===== config.mk =====
export PLATFORM = sky130hd
export DESIGN_NAME = axi_lite_spi_regs
export DESIGN_NICKNAME = d
export VERILOG_FILES = /design/src/rtl/axi_lite_spi_regs.sv
export SDC_FILE = /design/constraint.sdc
export NUM_CORES = 1
export LEC_CHECK = 0
export ABC_AREA = 0
export ABC_CLOCK_PERIOD_IN_PS = 1400
export BUFFER_PORTS_ARGS = -buffer_cell sky130_fd_sc_hd__buf_2
export CAP_MARGIN = 10
export CORE_MARGIN = 2
export CORE_UTILIZATION = 45
export CTS_BUF_LIST = sky130_fd_sc_hd__clkbuf_8 sky130_fd_sc_hd__clkbuf_16
export CTS_CLUSTER_SIZE = 16
export DETAILED_ROUTE_END_ITERATION = 10
export PLACE_DENSITY = 0.74
export SLEW_MARGIN = 20
export SYNTH_ARGS = -nofsm -noshare
export SYNTH_HDL_FRONTEND = slang
export SYNTH_SLANG_ARGS = --single-unit

===== constraint.sdc =====
create_clock -name ACLK -period 1.4 [get_ports ACLK]
set_clock_uncertainty 0.1 [all_clocks]
set_input_delay 0.28 -clock ACLK [delete_from_list [all_inputs] [get_ports ACLK]]
set_output_delay 0.28 -clock ACLK [all_outputs]
set_load 0.1 [all_outputs]

===== src/rtl/axi_lite_spi_regs.sv =====
// -----------------------------------------------------------------------------
// axi_lite_spi_regs
//
// AXI4-Lite slave register bank that fronts a simple SPI engine. Software
// starts transfers by writing CTRL.START. Received words are captured into
// RXDATA for later reads.
//
// Register map (ADDR[3:2], upper address bits ignored, so the map aliases):
//   0 CTRL    RW  bit0 START (write-1 pulse, reads 0), bit1 ERR_CLR (write-1
//                 clears STATUS.err, stored like the other bits)
//   1 TXDATA  RW  drives spi_tx_data
//   2 RXDATA  RO  last spi_rx_data captured on spi_done
//   3 STATUS  RO  {29'b0, err, rx_valid, spi_busy(live)}
// Writes to offsets 2/3 are ignored and answered with SLVERR.
//
// Ports:
//   ACLK, ARESET        clock, synchronous active-high reset
//   AW*/W*/B*           AXI4-Lite write channels (AWPROT ignored)
//   AR*/R*              AXI4-Lite read channels (ARPROT ignored)
//   spi_start           one-cycle start pulse to the SPI engine
//   spi_tx_data         current TXDATA value
//   spi_busy            SPI engine transfer in progress
//   spi_done            one-cycle pulse, spi_rx_data valid
//   spi_rx_data         received word
// -----------------------------------------------------------------------------
module axi_lite_spi_regs #(
  parameter logic [31:0] CTRL_RST = 32'h0000_0000,
  parameter logic [31:0] TX_RST   = 32'h0000_0000
) (
  input  logic        ACLK,
  input  logic        ARESET,
  // Write address channel
  input  logic        AWVALID,
  output logic        AWREADY,
  input  logic [31:0] AWADDR,
  input  logic [2:0]  AWPROT,
  // Write data channel
  input  logic        WVALID,
  output logic        WREADY,
  input  logic [31:0] WDATA,
  // Write response channel
  output logic        BVALID,
  input  logic        BREADY,
  output logic [1:0]  BRESP,
  // Read address channel
  input  logic        ARVALID,
  output logic        ARREADY,
  input  logic [31:0] ARADDR,
  input  logic [2:0]  ARPROT,
  // Read data channel
  output logic        RVALID,
  input  logic        RREADY,
  output logic [31:0] RDATA,
  output logic [1:0]  RRESP,
  // SPI engine side
  output logic        spi_start,
  output logic [31:0] spi_tx_data,
  input  logic        spi_busy,
  input  logic        spi_done,
  input  logic [31:0] spi_rx_data
);

  localparam logic [1:0] OffCtrl = 2'd0;
  localparam logic [1:0] OffTx   = 2'd1;
  localparam logic [1:0] OffRx   = 2'd2;
  localparam logic [1:0] OffStat = 2'd3;

  localparam logic [1:0] RespOkay   = 2'b00;
  localparam logic [1:0] RespSlvErr = 2'b10;

  // ---------------------------------------------------------------------------
  // State
  // ---------------------------------------------------------------------------
  // Write path
  logic        awready_q, awready_d;
  logic        wready_q,  wready_d;
  logic        aw_held_q, aw_held_d;
  logic        w_held_q,  w_held_d;
  logic [1:0]  awoff_q,   awoff_d;
  logic [31:0] wdata_q,   wdata_d;
  logic        bvalid_q,  bvalid_d;
  logic [1:0]  bresp_q,   bresp_d;
  // Read path
  logic        arready_q, arready_d;
  logic        rvalid_q,  rvalid_d;
  logic [31:0] rdata_q,   rdata_d;
  logic [1:0]  roff_q,    roff_d;
  // Register file
  logic [31:1] ctrl_q,    ctrl_d;
  logic [31:0] tx_q,      tx_d;
  logic [31:0] rx_q,      rx_d;
  logic        rx_valid_q, rx_valid_d;
  logic        err_q,     err_d;
  logic        start_q,   start_d;

  // ---------------------------------------------------------------------------
  // Handshakes and decoded write
  // ---------------------------------------------------------------------------
  logic        aw_hs, w_hs, b_hs, ar_hs, r_hs;
  logic        commit;
  logic [1:0]  wr_off;
  logic [31:0] wr_data;
  logic        wr_ctrl;
  logic [31:0] status_word;
  logic [31:0] rd_word;

  always_comb begin
    aw_hs   = AWVALID & awready_q;
    w_hs    = WVALID & wready_q;
    b_hs    = bvalid_q & BREADY;
    ar_hs   = ARVALID & arready_q;
    r_hs    = rvalid_q & RREADY;
    // Use the channel payload directly on its handshake cycle so the write
    // commits on the same edge the second half of the pair arrives.
    wr_off  = aw_hs ? AWADDR[3:2] : awoff_q;
    wr_data = w_hs ? WDATA : wdata_q;
    commit  = (aw_held_q | aw_hs) & (w_held_q | w_hs) & ~bvalid_q;
    wr_ctrl = commit & (wr_off == OffCtrl);
  end

  assign status_word = {29'b0, err_q, rx_valid_q, spi_busy};

  // Read mux sees pre-edge register state, so a same-cycle write is not visible.
  always_comb begin
    rd_word = 32'h0;
    unique case (ARADDR[3:2])
      OffCtrl: rd_word = {ctrl_q, 1'b0};
      OffTx:   rd_word = tx_q;
      OffRx:   rd_word = rx_q;
      OffStat: rd_word = status_word;
      default: rd_word = 32'h0;
    endcase
  end

  // ---------------------------------------------------------------------------
  // Write channel next state
  // ---------------------------------------------------------------------------
  always_comb begin
    aw_held_d = aw_held_q;
    w_held_d  = w_held_q;
    awoff_d   = awoff_q;
    wdata_d   = wdata_q;
    bvalid_d  = bvalid_q;
    bresp_d   = bresp_q;

    if (aw_hs) begin
      aw_held_d = 1'b1;
      awoff_d   = AWADDR[3:2];
    end
    if (w_hs) begin
      w_held_d = 1'b1;
      wdata_d  = WDATA;
    end

    if (commit) begin
      bvalid_d = 1'b1;
      bresp_d  = (wr_off == OffRx || wr_off == OffStat) ? RespSlvErr : RespOkay;
    end else if (b_hs) begin
      bvalid_d  = 1'b0;
      aw_held_d = 1'b0;
      w_held_d  = 1'b0;
    end

    // Registered readies: they drop the cycle after their handshake and stay
    // low until the response has been accepted.
    awready_d = ~aw_held_d & ~bvalid_d;
    wready_d  = ~w_held_d & ~bvalid_d;
  end

  // ---------------------------------------------------------------------------
  // Register file next state
  // ---------------------------------------------------------------------------
  always_comb begin
    ctrl_d     = ctrl_q;
    tx_d       = tx_q;
    rx_d       = rx_q;
    rx_valid_d = rx_valid_q;
    err_d      = err_q;
    start_d    = 1'b0;

    if (wr_ctrl) begin
      ctrl_d = wr_data[31:1];
    end
    if (commit && wr_off == OffTx) begin
      tx_d = wr_data;
    end

    // START: pulse only when idle; a START against a busy engine is an error.
    // The !start_q term keeps the pulse from ever stretching to two cycles.
    if (wr_ctrl && wr_data[0] && !spi_busy && !start_q) begin
      start_d = 1'b1;
    end

    // ERR_CLR first so a simultaneous busy-START leaves err set.
    if (wr_ctrl && wr_data[1]) begin
      err_d = 1'b0;
    end
    if (wr_ctrl && wr_data[0] && spi_busy) begin
      err_d = 1'b1;
    end

    // rx_valid clears when an RXDATA read completes; a coincident capture wins.
    if (r_hs && roff_q == OffRx) begin
      rx_valid_d = 1'b0;
    end
    if (spi_done) begin
      rx_d       = spi_rx_data;
      rx_valid_d = 1'b1;
    end
  end

  // ---------------------------------------------------------------------------
  // Read channel next state
  // ---------------------------------------------------------------------------
  always_comb begin
    rvalid_d = rvalid_q;
    rdata_d  = rdata_q;
    roff_d   = roff_q;

    if (ar_hs) begin
      rvalid_d = 1'b1;
      rdata_d  = rd_word;
      roff_d   = ARADDR[3:2];
    end else if (r_hs) begin
      rvalid_d = 1'b0;
    end

    arready_d = ~rvalid_d;
  end

  // ---------------------------------------------------------------------------
  // State registers
  // ---------------------------------------------------------------------------
  always_ff @(posedge ACLK) begin
    if (ARESET) begin
      awready_q  <= 1'b0;
      wready_q   <= 1'b0;
      aw_held_q  <= 1'b0;
      w_held_q   <= 1'b0;
      awoff_q    <= 2'b00;
      wdata_q    <= 32'h0;
      bvalid_q   <= 1'b0;
      bresp_q    <= RespOkay;
      arready_q  <= 1'b0;
      rvalid_q   <= 1'b0;
      rdata_q    <= 32'h0;
      roff_q     <= 2'b00;
      ctrl_q     <= CTRL_RST[31:1];
      tx_q       <= TX_RST;
      rx_q       <= 32'h0;
      rx_valid_q <= 1'b0;
      err_q      <= 1'b0;
      start_q    <= 1'b0;
    end else begin
      awready_q  <= awready_d;
      wready_q   <= wready_d;
      aw_held_q  <= aw_held_d;
      w_held_q   <= w_held_d;
      awoff_q    <= awoff_d;
      wdata_q    <= wdata_d;
      bvalid_q   <= bvalid_d;
      bresp_q    <= bresp_d;
      arready_q  <= arready_d;
      rvalid_q   <= rvalid_d;
      rdata_q    <= rdata_d;
      roff_q     <= roff_d;
      ctrl_q     <= ctrl_d;
      tx_q       <= tx_d;
      rx_q       <= rx_d;
      rx_valid_q <= rx_valid_d;
      err_q      <= err_d;
      start_q    <= start_d;
    end
  end

  // ---------------------------------------------------------------------------
  // Outputs
  // ---------------------------------------------------------------------------
  assign AWREADY     = awready_q;
  assign WREADY      = wready_q;
  assign BVALID      = bvalid_q;
  assign BRESP       = bresp_q;
  assign ARREADY     = arready_q;
  assign RVALID      = rvalid_q;
  assign RDATA       = rdata_q;
  assign RRESP       = RespOkay;
  assign spi_start   = start_q;
  assign spi_tx_data = tx_q;

  // Address bits outside [3:2] and the protection fields carry no meaning here.
  logic unused_inputs;
  assign unused_inputs = ^{AWADDR[31:4], AWADDR[1:0], ARADDR[31:4], ARADDR[1:0],
                           AWPROT, ARPROT, CTRL_RST[0]};

endmodule


==> impl_metrics.env <==
export IMPL_vdd_drop_max_uv=806
export IMPL_setup_ws_ns=-0.119
export IMPL_critPathLaunchType="flip-flop"
export IMPL_dieArea_um2=17000
export IMPL_drv_cap=0
export IMPL_ctsRootBufferMaster="clkbuf_16"
export IMPL_routed_wl_um=17800
export IMPL_hpwlAfterDp_um=12400
export IMPL_drtPass1Iterations=4
export IMPL_fmax_mhz=658
export IMPL_ctsHtreeMaxLevel=4
export IMPL_power_leakage_nw=5.14
export IMPL_antenna_cells=0
export IMPL_r2r_start="AWREADY"
export IMPL_total_power_w=0.0123
export IMPL_violations="setup timing"
export IMPL_critPathSlowestCell="dfxtp_4"
export IMPL_ys_types=35
export IMPL_postPlaceCellArea_um2=9840
export IMPL_clk_insertion_delay_late_ns=0.42
export IMPL_yosys_register_bits=174
export IMPL_period_minus_slack_ns=1.52
export IMPL_initial_core_util=0.456
export IMPL_final_net_count=1060
export IMPL_crit_chain="nand2_4 -> mux2i_4 -> buf_4 -> nand3_4 -> buf_12 -> mux2i_1"
export IMPL_synth_warnings=0
export IMPL_min_period_over_period=1.09
export IMPL_synth_seq_area_share=0.484
export IMPL_grt_max_degree=41
export IMPL_antenna_found_initial=0
export IMPL_drive_above_1_share=0.387
export IMPL_syn_area_um2=7200
export IMPL_finish_instance_area_um2=10900
export IMPL_vias_per_cell=4.90
export IMPL_cp_arrival_ns=1.72
export IMPL_rows=46
export IMPL_die_w_um=130
export IMPL_grt_overflow_total=0
export IMPL_cts_sinks=174
export IMPL_worst_setup_path_end_kind="flip-flop"
export IMPL_fin_tns_setup_ns=-5.88
export IMPL_cp_slowest_stage_delay_ns=0.35
export IMPL_ios=217
export IMPL_design_core_area_um2=15800
export IMPL_setup_viol=67
export IMPL_netlist_area_leader_share=0.484
export IMPL_die_y_um=130
export IMPL_cts_tree="built"
export IMPL_placed_cells=1082
export IMPL_yosys_top_cells_area="dfxtp_1 (48%), mux2i_1 (21%), nand2b_1 (5.6%)"
export IMPL_syn_avg_cell_area_um2=9.97
export IMPL_gp_congestion=0.798
export IMPL_area_growth_pct=50.9
export IMPL_grt_pass1_vias=5778
export IMPL_num_vias=5618
export IMPL_drc_errors=0
export IMPL_outcome="finished, violations left"
export IMPL_required_ns=1.60
export IMPL_rsz0062_at_grt="yes"
export IMPL_cp_startpoint="AWREADY"
export IMPL_holdCritPathClass="primary input to flip-flop"
export IMPL_grt_pass1_wl_um=28400
export IMPL_drv_slew=0
export IMPL_hp_start="spi_rx_data[15]"
export IMPL_cts_inserted_buffers=17
export IMPL_clock_path_buffers=2
export IMPL_wl_per_cell_um=15.5
export IMPL_final_cells=1146
export IMPL_synth_cells=722
export IMPL_yosys_area_top_type="dfxtp_1"
export IMPL_final_antenna_net_count=0
export IMPL_power_density_nw_per_um2=1130
export IMPL_track_usage=0.213
export IMPL_hold_viol_final=0
export IMPL_cts_clk_slew_worst_paths_ns=0.06
export IMPL_io_buffers=147
export IMPL_drtIter0Drc=203
export IMPL_cp_max_fo=16
export IMPL_critical_path_class="flip-flop to flip-flop"
Yosys cell counts:
library cell	number
dfxtp_1	174
mux2i_1	154
nor2_1	69
nand2b_1	65
nand2_1	42
clkbuf_1	34
inv_1	31
or2_2	31
o21ai_0	29
o221ai_1	29
a21oi_1	12
buf_2	8
buf_4	7
buf_6	6
nor2b_1	4
a211oi_1	3
mux2i_4	2
mux4_2	2
nand4b_1	2
nor3_1	2
nor3b_1	2
a31oi_1	1
a32o_1	1
and2_1	1
and3_1	1
buf_1	1
conb_1	1
mux2_1	1
mux2_2	1
nand2_2	1
nand3_1	1
nand3_2	1
nand3b_4	1
nor2_2	1
nor4_1	1
layer usage:
| layer | routed length, µm | global-route usage | part of all wire | vias up |
|---|---|---|---|---|
| met3 | 783 | 0.0525 | 0.044 | 18 |
| li1 | - | - | - | 2830 |
| met2 | 8760 | 0.361 | 0.49 | 121 |
| met1 | 8050 | 0.268 | 0.45 | 2649 |
| met5 | 0 | 0 | 0 | - |
| met4 | 204 | 0.0682 | 0.011 | 0 |
worst paths after layout:
check / endpoint / slack, ns / depth (start not counted)
setup reg to reg: ctrl_q[21] / -0.12 / 6
hold / removal: rx_q[15] / 0.02 / 3
setup / recovery: ctrl_q[21] / -0.12 / 6
hold reg to reg: spi_start / 0.35 / 1
worst max-delay path: cells and delay by family, from the launching register on:
family        cells  cell delay (ns)
flops             1             0.35
simple gates      2             0.22
mux               2             0.38
buf+inv           2             0.35
final cells by class:
cell class                      instances  area [µm²]
Clock buffer                           21         480
Clock inverter                         11         118
Fill cell                            1136        4910
Inverter                               31         116
Multi-Input combinational cell        463        3530
Sequential cell                       174        3580
Tap cell                              216         270
Timing Repair Buffer                  230        2770
registers in the layout, indices dropped and copies added (netlist names), 2 cells and up:
register and cells:
wdata_q 32, RDATA 32, spi_tx_data 32, ctrl_q 31, awoff_q 2, rx_q 32
roff_q 2
repair_timing:
action,4_1_cts,5_1_grt
cloned,0,2
resized for setup,24,17
buffers inserted,2,1
hold buffers,27,0
endpoints found under the hold margin,27,0
endpoints found under the setup margin,88,81
through the flow:
stage                     hold slack [ns]  setup slack, ns   util
after floorplan                     0.256           -0.217      -
after global placement              0.341           -0.188  0.624
after detailed placement            0.348           -0.225  0.624
after CTS                         0.00118           -0.162  0.683
after global routing               0.0114           -0.172  0.689
final                              0.0154           -0.119  0.689
report_power, final:
part           switching (W)  leakage, nW  internal (W)
registers           0.000144         1.45       0.00517
clock network        0.00192        0.299       0.00280
logic                0.00126         3.39       0.00100
total                0.00332         5.14       0.00897
cell usage in the layout, fill, tap and decap left out, types with 2 or more instances in the layout:
master and instances:
mux4_2 2, inv_1 34, nor3b_1 2, nor3_1 2, o221ai_1 15, buf_4 34, buf_2 74, clkbuf_8 4
dfxtp_2 60, nor2_1 69, conb_1 3, nand2_4 2, dfxtp_4 6, buf_12 89, or2_2 2, nand2_1 41
clkinv_4 3, mux2i_4 2, dlygate4sd3_1 27, mux2i_2 3, dfxtp_1 108, a21oi_1 11, o221ai_2 14, clkbuf_16 19
nor2b_1 4, a211oi_1 2, bufinv_16 2, nand2b_1 65, o21ai_1 14, o21ai_0 15, clkinvlp_4 2, or2_4 29
mux2i_1 151, buf_6 4, nand4b_1 2
cells by family (layout without fill, tap and decap cells):
family | Yosys count | in the layout | share of synthesized area
buffers and inverters | 87 | 293 | 0.0567
AND/OR/NAND/NOR | 225 | 225 | 0.160
multiplexers | 160 | 160 | 0.230
flip-flops | 174 | 174 | 0.484
AO/OA/AOI/OAI | 75 | 75 | 0.0692
other | 1 | 3 | 0.000521
(Power assumes the default switching activity.)
